$ cat src/rtl/md_issue_ctrl.sv
// md_issue_ctrl: pipeline-side requester for the multiply/divide unit.
// Gates the E-stage MD opcode onto the unit and shadows the unit's latency.
// It stalls HI/LO users in D while an operation is outstanding, checks the
// busy handshake and counts stall cycles.
module md_issue_ctrl #(
  parameter int unsigned MUL_LAT = 5,   // busy cycles after a mult/multu issue edge
  parameter int unsigned DIV_LAT = 10,  // busy cycles after a div/divu issue edge
  parameter int unsigned CNT_W   = 4    // remaining-cycle counter width, must hold DIV_LAT
) (
  input  logic        Clk,
  input  logic        Reset,
  input  logic [2:0]  MDop_E,
  input  logic        Kill_E,
  input  logic        MDuse_D,
  input  logic        busy,
  output logic [2:0]  MDop_out,
  output logic        Stall_MD,
  output logic [1:0]  md_state,
  output logic [31:0] stall_cnt,
  output logic        proto_err
);

  typedef enum logic [1:0] {
    StIdle    = 2'd0,
    StMulWait = 2'd1,
    StDivWait = 2'd2
  } md_state_e;

  localparam logic [2:0] OpMult  = 3'd3;
  localparam logic [2:0] OpMultu = 3'd4;
  localparam logic [2:0] OpDiv   = 3'd5;
  localparam logic [2:0] OpDivu  = 3'd6;

  localparam logic [CNT_W-1:0] MulLoad = CNT_W'(MUL_LAT);
  localparam logic [CNT_W-1:0] DivLoad = CNT_W'(DIV_LAT);
  localparam logic [CNT_W-1:0] RemOne  = CNT_W'(1);

  md_state_e        state_q, state_d;
  logic [CNT_W-1:0] remain_q, remain_d;
  logic [31:0]      stall_cnt_q, stall_cnt_d;
  logic             proto_err_q, proto_err_d;
  // High when the previous cycle was the final wait cycle (remain == 1).
  logic             last_wait_q, last_wait_d;

  logic issue;
  logic issue_div;
  logic waiting;
  logic last_wait;
  logic err_wait_idle;
  logic err_idle_busy;
  logic err_issue;

  // Opcode gating, issue decode and the D-stage stall request.
  always_comb begin
    MDop_out  = Kill_E ? 3'd0 : MDop_E;
    issue     = MDop_out inside {OpMult, OpMultu, OpDiv, OpDivu};
    issue_div = (MDop_out == OpDiv) || (MDop_out == OpDivu);
    waiting   = (state_q != StIdle);
    last_wait = waiting && (remain_q == RemOne);
    // Issue itself stalls: busy only rises the cycle after the issue edge.
    Stall_MD  = MDuse_D & (issue | busy | waiting);
  end

  // Latency shadow next state; an issue the unit cannot accept is ignored.
  always_comb begin
    state_d  = state_q;
    remain_d = remain_q;
    unique case (state_q)
      StIdle: begin
        if (issue && !busy) begin
          state_d  = issue_div ? StDivWait : StMulWait;
          remain_d = issue_div ? DivLoad : MulLoad;
        end
      end
      StMulWait, StDivWait: begin
        if (remain_q <= RemOne) begin
          state_d  = StIdle;
          remain_d = '0;
        end else begin
          remain_d = remain_q - RemOne;
        end
      end
      default: begin
        state_d  = StIdle;
        remain_d = '0;
      end
    endcase
  end

  // Busy-handshake checks, sticky error flag and stall cycle counter.
  always_comb begin
    err_wait_idle = waiting & ~busy;
    // Busy may linger one cycle into IDLE: that is the unit's HI/LO write edge.
    err_idle_busy = ~waiting & busy & ~last_wait_q;
    err_issue     = issue & (waiting | busy);
    proto_err_d   = proto_err_q | err_wait_idle | err_idle_busy | err_issue;
    stall_cnt_d   = stall_cnt_q + 32'(Stall_MD);
    last_wait_d   = last_wait;
  end

  // All state registers, synchronous active-high reset.
  always_ff @(posedge Clk) begin
    if (Reset) begin
      state_q     <= StIdle;
      remain_q    <= '0;
      stall_cnt_q <= '0;
      proto_err_q <= 1'b0;
      last_wait_q <= 1'b0;
    end else begin
      state_q     <= state_d;
      remain_q    <= remain_d;
      stall_cnt_q <= stall_cnt_d;
      proto_err_q <= proto_err_d;
      last_wait_q <= last_wait_d;
    end
  end

  assign md_state  = state_q;
  assign stall_cnt = stall_cnt_q;
  assign proto_err = proto_err_q;

endmodule

$ cat config.mk
export PLATFORM = sky130hd
export DESIGN_NAME = md_issue_ctrl
export DESIGN_NICKNAME = d
export VERILOG_FILES = /design/src/rtl/md_issue_ctrl.sv
export SDC_FILE = /design/constraint.sdc
export NUM_CORES = 1
export LEC_CHECK = 0
export BUFFER_PORTS_ARGS = -buffer_cell sky130_fd_sc_hd__buf_4
export CORE_MARGIN = 1
export CORE_UTILIZATION = 40
export DETAILED_ROUTE_END_ITERATION = 7
export HOLD_SLACK_MARGIN = 0.02
export PLACE_DENSITY = 0.65
export SYNTH_ARGS = -nofsm -noshare
export SYNTH_HDL_FRONTEND = slang
export SYNTH_SLANG_ARGS = --single-unit
export TNS_END_PERCENT = 10
$ cat constraint.sdc
create_clock -name Clk -period 3.3 [get_ports Clk]
set_clock_uncertainty 0.1 [all_clocks]
set_input_delay 0.165 -clock Clk [delete_from_list [all_inputs] [get_ports Clk]]
set_output_delay 0.165 -clock Clk [all_outputs]
set_load 0.01 [all_outputs]
## Word-level counts from Yosys, hierarchy flattened

Index checks and enable logic that the tools add are counted.
W data, S select, Z words.

- Magnitude comparators: 1
- Reduce and logical (&&, ||, !) cells: 9
- Add/sub/neg operators: 2
- Equal/unequal tests: 9
- Bitwise operators: 14
- Multiplexer cells: 9

Operators by type and width:

| cell | count |
|---|---|
| $add A32 B1 Y32 | 1 |
| $mux W4 | 3 |
| $eq A3 B3 Y1 const B | 3 |
| $pmux W4 S2 | 1 |
| $mux W2 | 3 |
| $or A1 B1 Y1 | 6 |
| $and A1 B1 Y1 | 5 |
| $eq A4 B1 Y1 const B | 1 |
| $le A4 B1 Y1 const B | 1 |
| $ne A2 B2 Y1 const B | 2 |
| $pmux W2 S2 | 1 |
| $reduce_bool A4 Y1 | 1 |
| $sub A4 B1 Y4 const B | 1 |
| $eq A3 B2 Y1 const B | 1 |
| $mux W3 | 1 |
| $not A1 Y1 | 3 |
| $eq A2 B1 Y1 const B | 1 |
| $eq A2 B2 Y1 const B | 1 |
| $logic_and A1 B1 Y1 | 2 |
| $logic_not A2 Y1 | 1 |
| $reduce_and A2 Y1 | 1 |
| $reduce_bool A2 Y1 | 1 |
| $reduce_or A2 Y1 | 1 |
| $logic_not A1 Y1 | 1 |
| $logic_or A1 B1 Y1 | 1 |

- Word-level logic and storage cells: 49
- Input bits: 8
- Register bits: 40

## Logic depth before layout (Yosys ltp)

- Word-level depth: 7
- Depth in mapped cells: 12

## Worst setup path before layout

OpenSTA, ideal clock, no wires.

- Path kind: register -> register
- Start: register state_q[0] (netlist: md_state[0])
- End: register stall_cnt_q[31] (netlist: stall_cnt[31])
- Required time: 3.079 ns
- Cell stages (with the launch flop): 10
- Library setup time: 0.121 ns
- Setup slack: 0.507 ns
- Data arrival time: 2.572 ns
- Buffers on the path: 0
- Cell sequence: dfxtp_1 -> inv_1 -> ha_1 -> inv_1 -> o31a_1 -> ha_1 -> nand4_1 -> or3_1 -> nor4_1 -> mux2_2

- Longest elaborated chain between the ends: 4

RTL lines:

| element | RTL line | source |
|---|---|---|
| start, declared | 38 | `md_state_e state_q, state_d;` |
| start signal, assigned | 104 | `state_q <= StIdle;` |
| start signal, assigned | 110 | `state_q <= state_d;` |
| $reduce_bool A2 Y1 | 58 | `waiting = (state_q != StIdle);` |
| $or A1 B1 Y1 | 61 | `Stall_MD = MDuse_D & (issue \| busy \| waiting);` |
| $and A1 B1 Y1 | 61 |  |
| net Stall_MD | 17 | `output logic Stall_MD,` |
| $add A32 B1 Y32 | 97 | `stall_cnt_d = stall_cnt_q + 32'(Stall_MD);` |
| end signal, assigned | 112 | `stall_cnt_q <= stall_cnt_d;` |
| end, declared | 40 | `logic [31:0] stall_cnt_q, stall_cnt_d;` |

The timed path passes the listed nets, and every way through them passes these cells.
A chain may end at the register's enable or synchronous reset.

## Worst setup path in the final report

- Start: register state_q[0] (netlist: md_state[0])
- End: register stall_cnt_q[31] (netlist: stall_cnt[31])

- Longest elaborated chain between the ends: 4

RTL lines:

| element | RTL line |
|---|---|
| $reduce_bool A2 Y1 | 58 |
| $or A1 B1 Y1 | 61 |
| $and A1 B1 Y1 | 61 |
| $add A32 B1 Y32 | 97 |

No other way between the ends.

==> impl_metrics.tcl <==
set metrics [dict create \
    finalCriticalPeriod_ps 2720 \
    synth_fp_nets 260 \
    cts_resized 0 \
    synth-edff-count 0 \
    routed-via-count 1953 \
    drtPass1Iterations 4 \
    cts_buffers 5 \
    p_comb_share_pct 21.3 \
    io_buffers 46 \
    fp.dieW_um 74.3 \
    drv_slew 0 \
    async_flop_share_pct 0 \
    cts_tree "built" \
    crit_type "reg -> reg" \
    cp.arrival_ps 2790 \
    cts_sinks 40 \
    place_ws_ps 587 \
    ys_seq_elements 40 \
    layout.nets 302 \
    num_rows 25 \
    cp_num_buf_inv 2 \
    p_int_w 0.000781 \
    grt.overflow.total 0 \
    cts.htree.levels 2 \
    drc 0 \
    setup_ws_ps 579 \
    num_antenna_cells 0 \
    sw_frac_of_total_pct 28.7 \
    powerDensity_nw_per_um2 427 \
    postSynthCellCount 246 \
    hpwl_mm 3.27 \
    routed_wl_mm 4.74 \
    worst_ep_required_time_ps 3370 \
    fin_hold_ws_ps 147 \
    fin_cells 356 \
    drt_iter0_drc 95 \
    rsz0062_at_grt "false" \
    root_buffer "clkbuf_8" \
    cap_violations 0 \
    drive_gt1_share_pct 21.1 \
    track_usage_pct 18.3 \
    post_cts_buffers 0 \
    crit_fanout 8 \
    setup_viol 0 \
    pwr-share-clk_pct 29.8 \
    power_frac_seq_pct 48.9 \
    cts_buffer_depth 2 \
    power_switching_w 0.000314 \
    via_per_inst 5.49 \
    fin_setup_tns_ps 0 \
    max_freq_ghz 0.367 \
    wl_per_cell_um 13.3 \
    core_area_sq_um 4880 \
    fin_crit_sh_pct 82.5 \
    grt_max_degree 47 \
    cp_slowest_cell "or3_1" \
    critPathLaunchType "register" \
    worst_path_largest_cell_delay_ps 400 \
    cp_cell_sequence "inv_1, ha_1, inv_1, o31a_1, ha_1, nand4_1, or3_1, nor4_1, mux2_2" \
    dp_cells 348 \
    avgSynthCellArea_sq_um 8.50 \
    p_leak_nw 0.906 \
    area_growth_pct 22.5 \
    worst_slew_pin_slew_ps 469 \
    peakVddDrop_uv 280 \
    grt_pass1_vias 1702 \
    total_power_w 0.00109 \
    dieArea_sq_um 5520 \
    yosysWarningCount 0 \
    hold_path_class "in -> reg" \
    antenna_found_initial 0 \
    ys_types 40 \
    pin_count 47 \
    ant_nets 0 \
    grt_pass1_wl_mm 7.89 \
    synth_area_sq_um 2090 \
    hold_violations 0 \
    critPathCaptureType "register" \
    path_delay_family "simple AND/OR/NAND/NOR gates" \
    yosysSeqAreaShare_pct 38.3 \
    die_y_um 74.3 \
    relSlewSlack_pct 68.7 \
    clk_pin_slew_ps 70 \
    synth-main-ff-cell "dfxtp_1" \
    status "completed" \
    holdBufCountCts 0 \
    gp_congestion 0.921 \
    clk_latency_ps 280 \
    initial_core_util_pct 42.9 \
]
==> final timing paths <==
| check | start | end | slack [ps] | cells past startpoint |
|---|---|---|---|---|
| max | md_state[0]$_SDFFE_PP0P_ | stall_cnt[31]$_SDFF_PP0_ | 580 | 9 |
| min | busy | proto_err$_SDFF_PP0_ | 150 | 3 |
| max reg2reg | md_state[0]$_SDFFE_PP0P_ | stall_cnt[31]$_SDFF_PP0_ | 580 | 9 |
| min reg2reg | proto_err$_SDFF_PP0_ | proto_err$_SDFF_PP0_ | 350 | 2 |
==> cell type report <==
class / instances / area (sq um)
Fill cell: 519 / 2320
Tap cell: 67 / 83.8
Sequential cell: 40 / 801
Inverter: 13 / 48.8
Clock buffer: 8 / 90.1
Multi-Input combinational cell: 180 / 1180
Timing Repair Buffer: 48 / 360
==> cells in the mapped netlist, drive strengths merged (2+ instances only) <==
master / number / share of area [%]
a211oi: 2 / 0.72
a21oi: 27 / 6.5
and2: 2 / 0.60
and3: 3 / 0.90
and4: 3 / 1.3
buf: 4 / 1.4
clkbuf: 9 / 1.6
dfxtp: 40 / 38
ha: 6 / 3.6
inv: 13 / 2.3
mux2i: 2 / 0.96
nand2: 8 / 1.4
nand2b: 5 / 1.5
nand3: 10 / 3.0
nand4: 10 / 3.0
nor2: 15 / 2.7
nor2b: 7 / 2.1
nor3: 2 / 0.48
nor4: 5 / 1.5
o21ai: 7 / 1.7
o221ai: 2 / 0.84
o22ai: 2 / 0.60
o31ai: 13 / 4.7
o41ai: 2 / 0.84
or2: 3 / 0.90
or3: 9 / 2.7
or4: 15 / 5.6
xnor2: 9 / 3.8
xor2: 3 / 1.3
==> routing by layer <==
layer  routed length [um]  track usage [%]  vias up
li1                     -                -     1000
met1                 2380             26.1      913
met2                 2130             28.2       38
met3                  206             4.47        2
met4                   25             3.77        0
met5                    0                0        -
==> per-stage QoR <==
step                cell area [sq um]  util, %
floorplan                        2090        -
global placement                 2470     50.7
detailed placement               2470     50.7
CTS                              2560     52.5
global route                     2560     52.5
finish                           2560     52.5
==> cell usage in the layout, fill, tap and decap left out, types with 2 or more instances in the layout <==
cell      instances
a211oi_1          2
a21oi_1          27
and2_1            2
and3_1            3
and4_1            3
buf_4            48
clkbuf_1          2
clkbuf_8          6
dfxtp_1          40
ha_1              6
inv_1            13
mux2i_1           2
nand2_1           8
nand2b_1          5
nand3_1           9
nand4_1          10
nor2_1           15
nor2b_1           7
nor3_1            2
nor4_1            5
o21ai_0           7
o221ai_1          2
o22ai_1           2
o31ai_1          13
o41ai_1           2
or2_2             3
or3_1             9
or4_1            14
xnor2_1           9
xor2_1            3
==> tightest hold or removal path, stage by stage <==
cell and delay (ps):
buf_4 110, o22ai_1 90, a21oi_1 130
==> sequential cells by signal, indices dropped and copies added, names as in the netlist <==
signal,count
proto_err,1
last_wait_q,1
stall_cnt,32
remain_q,4
md_state,2
==> kinds of logic (layout without fill, tap and decap cells) <==
logic type,Yosys count,count (layout),synth area share [%]
muxes,3,3,1.50
DFF,40,40,38.3
adders and majority gates,6,6,3.59
buffers and inverters,26,69,5.38
and+or+nand+nor,100,100,28.8
AOI/OAI and AO/OA,59,59,17.5
xor gates and xnor gates,12,12,5.02
==> power groups by stage <==
stage                     clock, W  sequential [W]  combinational (W)
after global routing      0.000360        0.000538           0.000259
after floorplan                  0        0.000544           0.000156
final                     0.000327        0.000535           0.000233
after global placement           0        0.000543           0.000231
after detailed placement         0        0.000544           0.000229
after CTS                 0.000339        0.000533           0.000230
Note: power is estimated with default switching activity, not from simulation.
